### config.mk
export PLATFORM = sky130hd
export DESIGN_NAME = fixed_to_float_pipe
export DESIGN_NICKNAME = d
export VERILOG_FILES = /design/src/rtl/fixed_to_float_pipe.sv
export SDC_FILE = /design/constraint.sdc
export NUM_CORES = 1
export LEC_CHECK = 0
export BUFFER_PORTS_ARGS = -buffer_cell sky130_fd_sc_hd__buf_2
export CAP_MARGIN = 20
export CORE_ASPECT_RATIO = 0.9
export CORE_MARGIN = 2
export CORE_UTILIZATION = 55
export DETAILED_ROUTE_END_ITERATION = 7
export GPL_TIMING_DRIVEN = 0
export PLACE_DENSITY = 0.87
export SKIP_LAST_GASP = 1
export SLEW_MARGIN = 10
export SYNTH_ARGS = -nofsm -noshare
export SYNTH_HDL_FRONTEND = slang
export SYNTH_SLANG_ARGS = --single-unit
### constraint.sdc
create_clock -name clk -period 8.78 [get_ports clk]
set_clock_uncertainty 0.1 [all_clocks]
set_input_delay 0.439 -clock clk [delete_from_list [all_inputs] [get_ports clk]]
set_output_delay 0.439 -clock clk [all_outputs]
set_load 0.03 [all_outputs]
### src/rtl/fixed_to_float_pipe.sv
// rtl/fixed_to_float_pipe.sv - three-stage two's-complement integer to sign/exponent/significand float
// Build option: FTF_ROUND_EVEN_EN selects round-half-to-even; default is round-half-up.
module fixed_to_float_pipe #(
   parameter int IN_W  = 12,
   parameter int EXP_W = 3,
   parameter int MAN_W = 4
) (
   input  logic             clk,
   input  logic             rst,
   input  logic             in_valid,
   output logic             in_ready,
   input  logic [IN_W-1:0]  in_data,
   output logic             out_valid,
   input  logic             out_ready,
   output logic             out_sign,
   output logic [EXP_W-1:0] out_exp,
   output logic [MAN_W-1:0] out_sig,
   output logic             out_sat
);

   // Internal exponent is wide enough for the largest pre-saturation value plus a rounding carry.
   localparam int EW_A = $clog2(IN_W + 1) + 1;
   localparam int EW   = (EW_A > EXP_W + 1) ? EW_A : EXP_W + 1;
   localparam logic [EW-1:0] EMAX = EW'((1 << EXP_W) - 1);

   logic v1, v2, v3;
   logic ld1, ld2, ld3;

   assign ld3       = !v3 || out_ready;
   assign ld2       = !v2 || ld3;
   assign ld1       = !v1 || ld2;
   assign in_ready  = ld1;
   assign out_valid = v3;

   logic            s1_sign;
   logic [IN_W-1:0] s1_mag;

   always_ff @(posedge clk) begin
      if (rst) begin
         v1      <= 1'b0;
         s1_sign <= 1'b0;
         s1_mag  <= '0;
      end else if (ld1) begin
         v1 <= in_valid;
         if (in_valid) begin
            s1_sign <= in_data[IN_W-1];
            s1_mag  <= in_data[IN_W-1] ? ('0 - in_data) : in_data;
         end
      end
   end

   int             p;
   logic [EW-1:0]  n_exp;
   logic [MAN_W-1:0] n_man;
   logic           n_guard;
`ifdef FTF_ROUND_EVEN_EN
   logic           n_sticky;
`endif

   always_comb begin
      p = 0;
      for (int i = 0; i < IN_W; i++) begin
         if (s1_mag[i]) p = i;
      end
      n_exp   = '0;
      n_man   = s1_mag[MAN_W-1:0];
      n_guard = 1'b0;
`ifdef FTF_ROUND_EVEN_EN
      n_sticky = 1'b0;
`endif
      if (p >= MAN_W) begin
         n_exp   = EW'(p - MAN_W + 1);
         n_man   = MAN_W'(s1_mag >> (p - MAN_W + 1));
         n_guard = |(s1_mag & (IN_W'(1) << (p - MAN_W)));
`ifdef FTF_ROUND_EVEN_EN
         n_sticky = |(s1_mag & ((IN_W'(1) << (p - MAN_W)) - IN_W'(1)));
`endif
      end
   end

   logic             s2_sign;
   logic [EW-1:0]    s2_exp;
   logic [MAN_W-1:0] s2_man;
   logic             s2_guard;
`ifdef FTF_ROUND_EVEN_EN
   logic             s2_sticky;
`endif

   always_ff @(posedge clk) begin
      if (rst) begin
         v2       <= 1'b0;
         s2_sign  <= 1'b0;
         s2_exp   <= '0;
         s2_man   <= '0;
         s2_guard <= 1'b0;
`ifdef FTF_ROUND_EVEN_EN
         s2_sticky <= 1'b0;
`endif
      end else if (ld2) begin
         v2 <= v1;
         if (v1) begin
            s2_sign  <= s1_sign;
            s2_exp   <= n_exp;
            s2_man   <= n_man;
            s2_guard <= n_guard;
`ifdef FTF_ROUND_EVEN_EN
            s2_sticky <= n_sticky;
`endif
         end
      end
   end

   logic             rnd;
   logic [EW-1:0]    r_exp;
   logic [MAN_W-1:0] r_man;
   logic [EXP_W-1:0] f_exp;
   logic [MAN_W-1:0] f_man;
   logic             f_sat;

   always_comb begin
`ifdef FTF_ROUND_EVEN_EN
      rnd = s2_guard && (s2_sticky || s2_man[0]);
`else
      rnd = s2_guard;
`endif
      r_exp = s2_exp;
      r_man = s2_man;
      if (rnd) begin
         if (&s2_man) begin
            // Significand overflow renormalises to 1000.. and bumps the exponent.
            r_man = {1'b1, {(MAN_W-1){1'b0}}};
            r_exp = s2_exp + 1'b1;
         end else begin
            r_man = s2_man + 1'b1;
         end
      end
      f_sat = (r_exp > EMAX);
      f_exp = r_exp[EXP_W-1:0];
      f_man = r_man;
      if (f_sat) begin
         f_exp = '1;
         f_man = '1;
      end
   end

   always_ff @(posedge clk) begin
      if (rst) begin
         v3       <= 1'b0;
         out_sign <= 1'b0;
         out_exp  <= '0;
         out_sig  <= '0;
         out_sat  <= 1'b0;
      end else if (ld3) begin
         v3 <= v2;
         if (v2) begin
            out_sign <= s2_sign;
            out_exp  <= f_exp;
            out_sig  <= f_man;
            out_sat  <= f_sat;
         end
      end
   end

endmodule

==> flow_summary.toml, run 1 <==
[global_route]
grt.total_usage_pct = 24.0
grt_util_met1_pct = 30.5
grt_pass1_vias = 2187
grt_pass1_wl_mm = 10.0
antenna_found_initial = 0
grt_overflow_total = 0
gr-usage-met3_pct = 4.04
grtUsageMet2_pct = 42.5
grt_max_degree = 12
grt-busiest-layer = "met2"

[yosys]
ys_ff_latch = 36
synthArstFlopShare_pct = 0
ys_seq_area_share_pct = 28.0
syn_inst = 332
synth_ff_type = "dfxtp_1"
netlist_area_sq_um = 2570
synth_cell_types = 63
synth-compound-area-share_pct = 22.6
yosys.area_share.xor_xnor_pct = 6.03
syn_nets = 359
synth_top_family_by_area = "simple AND/OR/NAND/NOR gates"
synth_top_area_share_pct = 28.0
synth_area_leaders = "dfxtp_1 (28%), nor2_1 (7.3%), nand2_1 (6.0%)"
synth-simple-area-share_pct = 27.3
synth_edf_count = 0
synth_top_cell_by_area = "dfxtp_1"
synthMuxAreaShare_pct = 4.77
yosys_warnings = 0
synth-adder-area-share_pct = 5.35
post_synth.cell_area_avg_sq_um = 7.74

[worst_setup_path]
path_buf_inv = 2
endpoint_kind = "flop"
required_ns = 8.88
crit_chain = "clkbuf_1, nor4_4, a21boi_4, inv_1, ha_1, ha_1, or4b_2, or2_1, nor2_1, a41oi_1, o32ai_1"
slowest_delay_ns = 0.68
path_common_cell = "ha_1"
cpMaxStageDelayCell = "or4b_2"
cp_max_fo = 11
path_class = "flop to flop"
worstPathArrival_ns = 3.86
startpoint_type = "flop"
crit_family = "simple AND/OR/NAND/NOR gates"

[cts]
cts_buffers = 5
clkLatencyLatePin_ns = 0.30
post_cts_buffers = 0
root_buffer = "clkbuf_8"
cts.reportedPaths.clkPinSlew_ns = 0.07
cts_tree = "built"
cts.sinks = 36
holdBufCountCts = 0
cts_max_path_buffers = 2
htree_num_levels = 2
cts_resized = 0

[floorplan]
io_pins = 27
initial_core_util_pct = 57.3
rows = 23
die_height_microns = 68.9
die_area_sq_um = 5240
die_w_microns = 76.1
fp.coreArea_sq_um = 4490

[timing]
final-setup-viol-count = 0
finalHoldViolations = 0
rsz0062_at_grt = "no"
period_minus_slack_ns = 3.76
fin_tns_setup_ns = 0
setup_slack_ns = 5.02
relSlewSlack_pct = 64.5
whs_ns = 0.313
fmax_mhz = 266
report.final.slew_viol_count = 0
tightest_slew_ns = 0.533
period_share_pct = 42.8

[final_layout]
diodes = 0
final_cells = 427
layout-drive-gt1-share_pct = 15.6
fin_nets = 391
area.growth.synth_to_final_pct = 11.2
num-fill-cells = 412
design_area_sq_um = 2860

[detailed_routing]
viasPerCell = 5.79
drtIter0Drc = 210
firstDrtPassIters = 4
wl_mm = 6.08
wl_per_cell_microns = 14.2
final_antenna_net_count = 0
vias = 2474
drc_errors = 0

[power_and_ir_drop]
peakVddDrop_v = 0.0000905
power_density_nw_per_um2 = 164
p_leak_uw = 0.00115

[outcome]
status = "finished, final reports clean"

[worst_hold_path]
min_path_type = "primary input to flop"

[placement]
dp_slack_ns = 5.04
port-buffer-count = 25
dp_hpwl_mm = 4.72
dp_cells = 419
place_congestion = 0.937
placed_area_sq_um = 2770

[job]
maxCapViolCount = 0
==> layout by cell type, fill, tap and decap left out, types with 2 or more instances in the layout <==
cell and count:
a211oi_1 12, a21oi_1 16, a22oi_1 3, a311oi_1 4, a31oi_1 5, a32oi_1 2
buf_2 28, buf_4 3, clkbuf_1 15, clkbuf_8 5, dfxtp_1 36, ha_1 11
inv_1 12, mux2_2 2, mux2i_1 10, nand2_1 41, nand2b_1 5, nand3_1 15
nand4_1 6, nor2_1 50, nor2b_1 7, nor3_1 6, o211ai_1 3, o21ai_0 10
o31a_1 2, o31ai_1 2, or3_1 3, or4_1 2, xnor2_1 4, xor2_1 10
==> path summary, 6_finish.rpt <==
check	from	endpoint	slack, ns	cells after the start
setup / recovery	s1_mag[10]	s2_man[3]	5.02	11
hold reg to reg	s1_sign	s2_sign	0.37	2
hold / removal	in_data[0]	s1_mag[0]	0.31	3
setup reg to reg	s1_mag[10]	s2_man[3]	5.02	11
==> per-layer routing <==
metal / routed length [microns] / vias up
li1: - / 1249
met1: 2880 / 1143
met2: 2720 / 74
met3: 382 / 8
met4: 89 / 0
met5: 0 / -
==> flip-flops by register name, summed over array words and instances (netlist names) <==
register / cells
out_sign: 1
out_sig: 4
rnd: 1
s2_sign: 1
v2: 1
s2_man: 4
s1_sign: 1
out_sat: 1
out_exp: 3
s2_exp: 5
v1: 1
s1_mag: 12
out_valid: 1
==> cells by family after synthesis <==
kind of cell,Yosys count
AND/OR/NAND/NOR,147
AO/OA/AOI/OAI,76
flip-flops,36
buffers and inverters,34
XOR/XNOR,16
multiplexers,12
adder cells (fa/ha/maj),11
==> power by group <==
group	internal (uW)	switching, uW
Combinational	63.3	104
Clock	56.7	61.4
Sequential	173	8.95
==> final cells by class <==
class / instances / area [sq um] / share of cell area (%)
plain buffers: 21 / 103 / 3.59
clock buffers: 7 / 76.3 / 2.67
clock inverters: 1 / 8.76 / 0.306
inverters: 13 / 48.8 / 1.71
multi-input cells: 262 / 1700 / 59.4
flip-flops and latches: 36 / 721 / 25.2
well taps: 62 / 77.6 / 2.71
repair buffers: 25 / 125 / 4.38
==> through the flow <==
stage / total power [uW] / utilization (%)
after global placement: 347 / 61.8
after detailed placement: 351 / 61.8
after global routing: 494 / 63.7
after CTS: 465 / 63.7
final: 468 / 63.7
after floorplan: 313 / -
==> worst reg2reg max path, stage by stage (launching register included) <==
cell	delay, ns
dfxtp_1	0.30
clkbuf_1	0.23
nor4_4	0.39
a21boi_4	0.39
inv_1	0.12
ha_1	0.35
ha_1	0.26
or4b_2	0.68
or2_1	0.31
nor2_1	0.17
a41oi_1	0.13
o32ai_1	0.25
==> Yosys cell counts (2+ instances only) <==
cell / number
a211oi_1: 12
a21oi_1: 16
a22oi_1: 3
a311oi_1: 4
a31oi_1: 5
a32oi_1: 2
buf_2: 3
buf_4: 3
clkbuf_1: 13
dfxtp_1: 36
ha_1: 11
inv_1: 12
mux2_2: 2
mux2i_1: 10
nand2_1: 41
nand2b_1: 5
nand3_1: 15
nand4_1: 6
nor2_1: 50
nor2b_1: 7
nor3_1: 6
o211ai_1: 3
o21ai_0: 10
o31a_1: 2
o31ai_1: 2
or3_1: 3
or4_1: 2
xnor2_1: 4
xor2_1: 10
Power figures use the tool's default switching activity.
==> run 2, diff against run 1 <==
==> constraint.sdc (replaced) <==
create_clock -name clk -period 3.6 [get_ports clk]
set_clock_uncertainty 0.1 [all_clocks]
set_input_delay 0.18 -clock clk [delete_from_list [all_inputs] [get_ports clk]]
set_output_delay 0.18 -clock clk [all_outputs]
set_load 0.03 [all_outputs]
==> flow_summary.toml, run 2 (synthesis gave the netlist of run 1 again) <==
[power_and_ir_drop]
p_sw_share_pct = 37.3
p_int_uw = 725
power_uw = 1160
clockPowerShare_pct = 24.8
power_density_nw_per_um2 = 398
p_comb_share_pct = 36.7
power_switching_uw = 432
p_leak_uw = 0.00117
p_seq_share_pct = 38.4
peakVddDrop_v = 0.000221

[global_route]
grt_max_degree = 12
grt.total_usage_pct = 24.0
grt_pass1_vias = 2204
antenna_found_initial = 0
grt_overflow_total = 0
grt_pass1_wl_mm = 10.0

[floorplan]
initial_core_util_pct = 57.3
die_w_microns = 76.1
io_pins = 27
die_height_microns = 68.9
rows = 23
fp.coreArea_sq_um = 4490
die_area_sq_um = 5240

[timing]
period_share_pct = 96.4
tightest_slew_ns = 0.533
period_minus_slack_ns = 3.47
relSlewSlack_pct = 64.5
final-setup-viol-count = 0
finalHoldViolations = 0
fin_tns_setup_ns = 0
report.final.slew_viol_count = 0
fmax_mhz = 288

[cts]
cts.reportedPaths.clkPinSlew_ns = 0.07
htree_num_levels = 2
cts_buffers = 5
cts.sinks = 36
root_buffer = "clkbuf_8"
cts_tree = "built"
holdBufCountCts = 0
clkLatencyLatePin_ns = 0.29
cts_max_path_buffers = 2

[final_layout]
final_cell_mix = "nor2_1 (50), nand2_1 (41), dfxtp_1 (35)"
design_area_sq_um = 2900
fin_nets = 393
num-fill-cells = 405
area.growth.synth_to_final_pct = 12.9
layout-drive-gt1-share_pct = 17.2
seq_area_sq_um = 722
top_register = "s1_mag"
final_common_cell = "nor2_1"
diodes = 0
largest_reg_flops = 12
final_cells = 429
multiInputGateArea_sq_um = 1730
top_regs = "s1_mag (12), s2_exp (5)"

[worst_setup_path]
startpoint_type = "flop"
cp_max_fo = 8
r2r-start = "s1_mag[4]"
worstPathArrival_ns = 3.57
regToRegEndpoint = "s2_man[3]"
reg2reg_depth = 12
rrSetupSlack_ns = 0.13
required_ns = 3.70
path_class = "flop to flop"
endpoint_kind = "flop"

[detailed_routing]
viasPerCell = 5.86
drtIter0Drc = 222
vias = 2512
wl_mm = 6.17
wl_per_cell_microns = 14.4
final_antenna_net_count = 0
firstDrtPassIters = 4
drc_errors = 0

[placement]
placed_area_sq_um = 2770
dp_hpwl_mm = 4.72
port-buffer-count = 25
place_congestion = 0.937
dp_cells = 419

[outcome]
status = "finished, final reports clean"

[worst_hold_path]
min_from = "in_data[0]"
min_path_type = "primary input to flop"
hold_depth = 3
holdPathEnd = "s1_mag[0]"

[job]
maxCapViolCount = 0
-- run 2: changes by cell type in the layout (fill, tap and decap cells not counted), sizes merged --
cell | previous run | this run
buf | 32 | 34
-- run 2: how the worst max path moves through the flow --
| stage | from | end | slack, ns | cells after the start |
|---|---|---|---|---|
| 2_1_floorplan | s1_mag[10] | s2_man[3] | 0.31 | 11 |
| 6_report | s1_mag[4] | s2_man[3] | 0.13 | 12 |
| 3_3_place_gp | s1_mag[10] | s2_man[3] | -0.006 | 11 |
| 4_1_cts | s1_mag[5] | s2_man[3] | 0.02 | 13 |
| 3_5_place_dp | s1_mag[10] | s2_man[3] | -0.14 | 11 |
| 5_1_grt | s1_mag[5] | s2_man[3] | -0.02 | 13 |
-- run 2: metrics by stage --
step / hold slack, ns / setup WS, ns / utilization (%)
4_1_cts: 0.0547 / 0.0163 / 64.1
3_3_place_gp: 0.347 / -0.00596 / 61.8
6_report: 0.0561 / 0.129 / 64.7
3_5_place_dp: 0.360 / -0.140 / 61.8
2_1_floorplan: 0.216 / 0.309 / -
5_1_grt: 0.0770 / -0.0159 / 64.7
-- run 2: routing by layer --
layer  global-route usage (%)  vias to the layer above  routed length, microns
met2                     42.9                       92                    2810
li1                         -                     1255                       -
met1                     30.4                     1154                    2850
met4                     7.95                        0                     108
met3                     4.04                       11                     400
met5                        0                        -                       0
-- run 2: timing repair --
| action | 4_1_cts | 5_1_grt |
|---|---|---|
| setup buffers | 1 | 1 |
| gates resized for setup | 1 | 7 |
| pin swaps | 0 | 2 |
| setup endpoints to repair | 3 | 4 |
-- run 2: power by group through the flow --
stage	clock, uW	combinational [uW]	sequential [uW]
floorplan	0	305	457
global placement	0	395	451
detailed placement	0	402	453
CTS	286	412	444
global route	304	469	448
finish	287	425	445
-- run 2: layout make-up --
class / instances / area share (%)
timing repair buffer: 27 / 4.83
tap: 62 / 2.67
clock buffer: 7 / 2.63
multi-input combinational: 262 / 59.4
clock inverter: 1 / 0.302
inverter: 13 / 1.68
buffer: 21 / 3.62
sequential: 36 / 24.9
-- run 2: worst max-delay path, stage by stage (launching register included) --
cell and delay (ns):
dfxtp_1 0.30, clkbuf_1 0.25, o31a_1 0.35, o31a_1 0.30, inv_1 0.11, ha_2 0.22, nand2_1 0.08, ha_1 0.18
or4b_2 0.68, or2_4 0.28, nor2_1 0.14, a41oi_1 0.13, o32ai_1 0.25
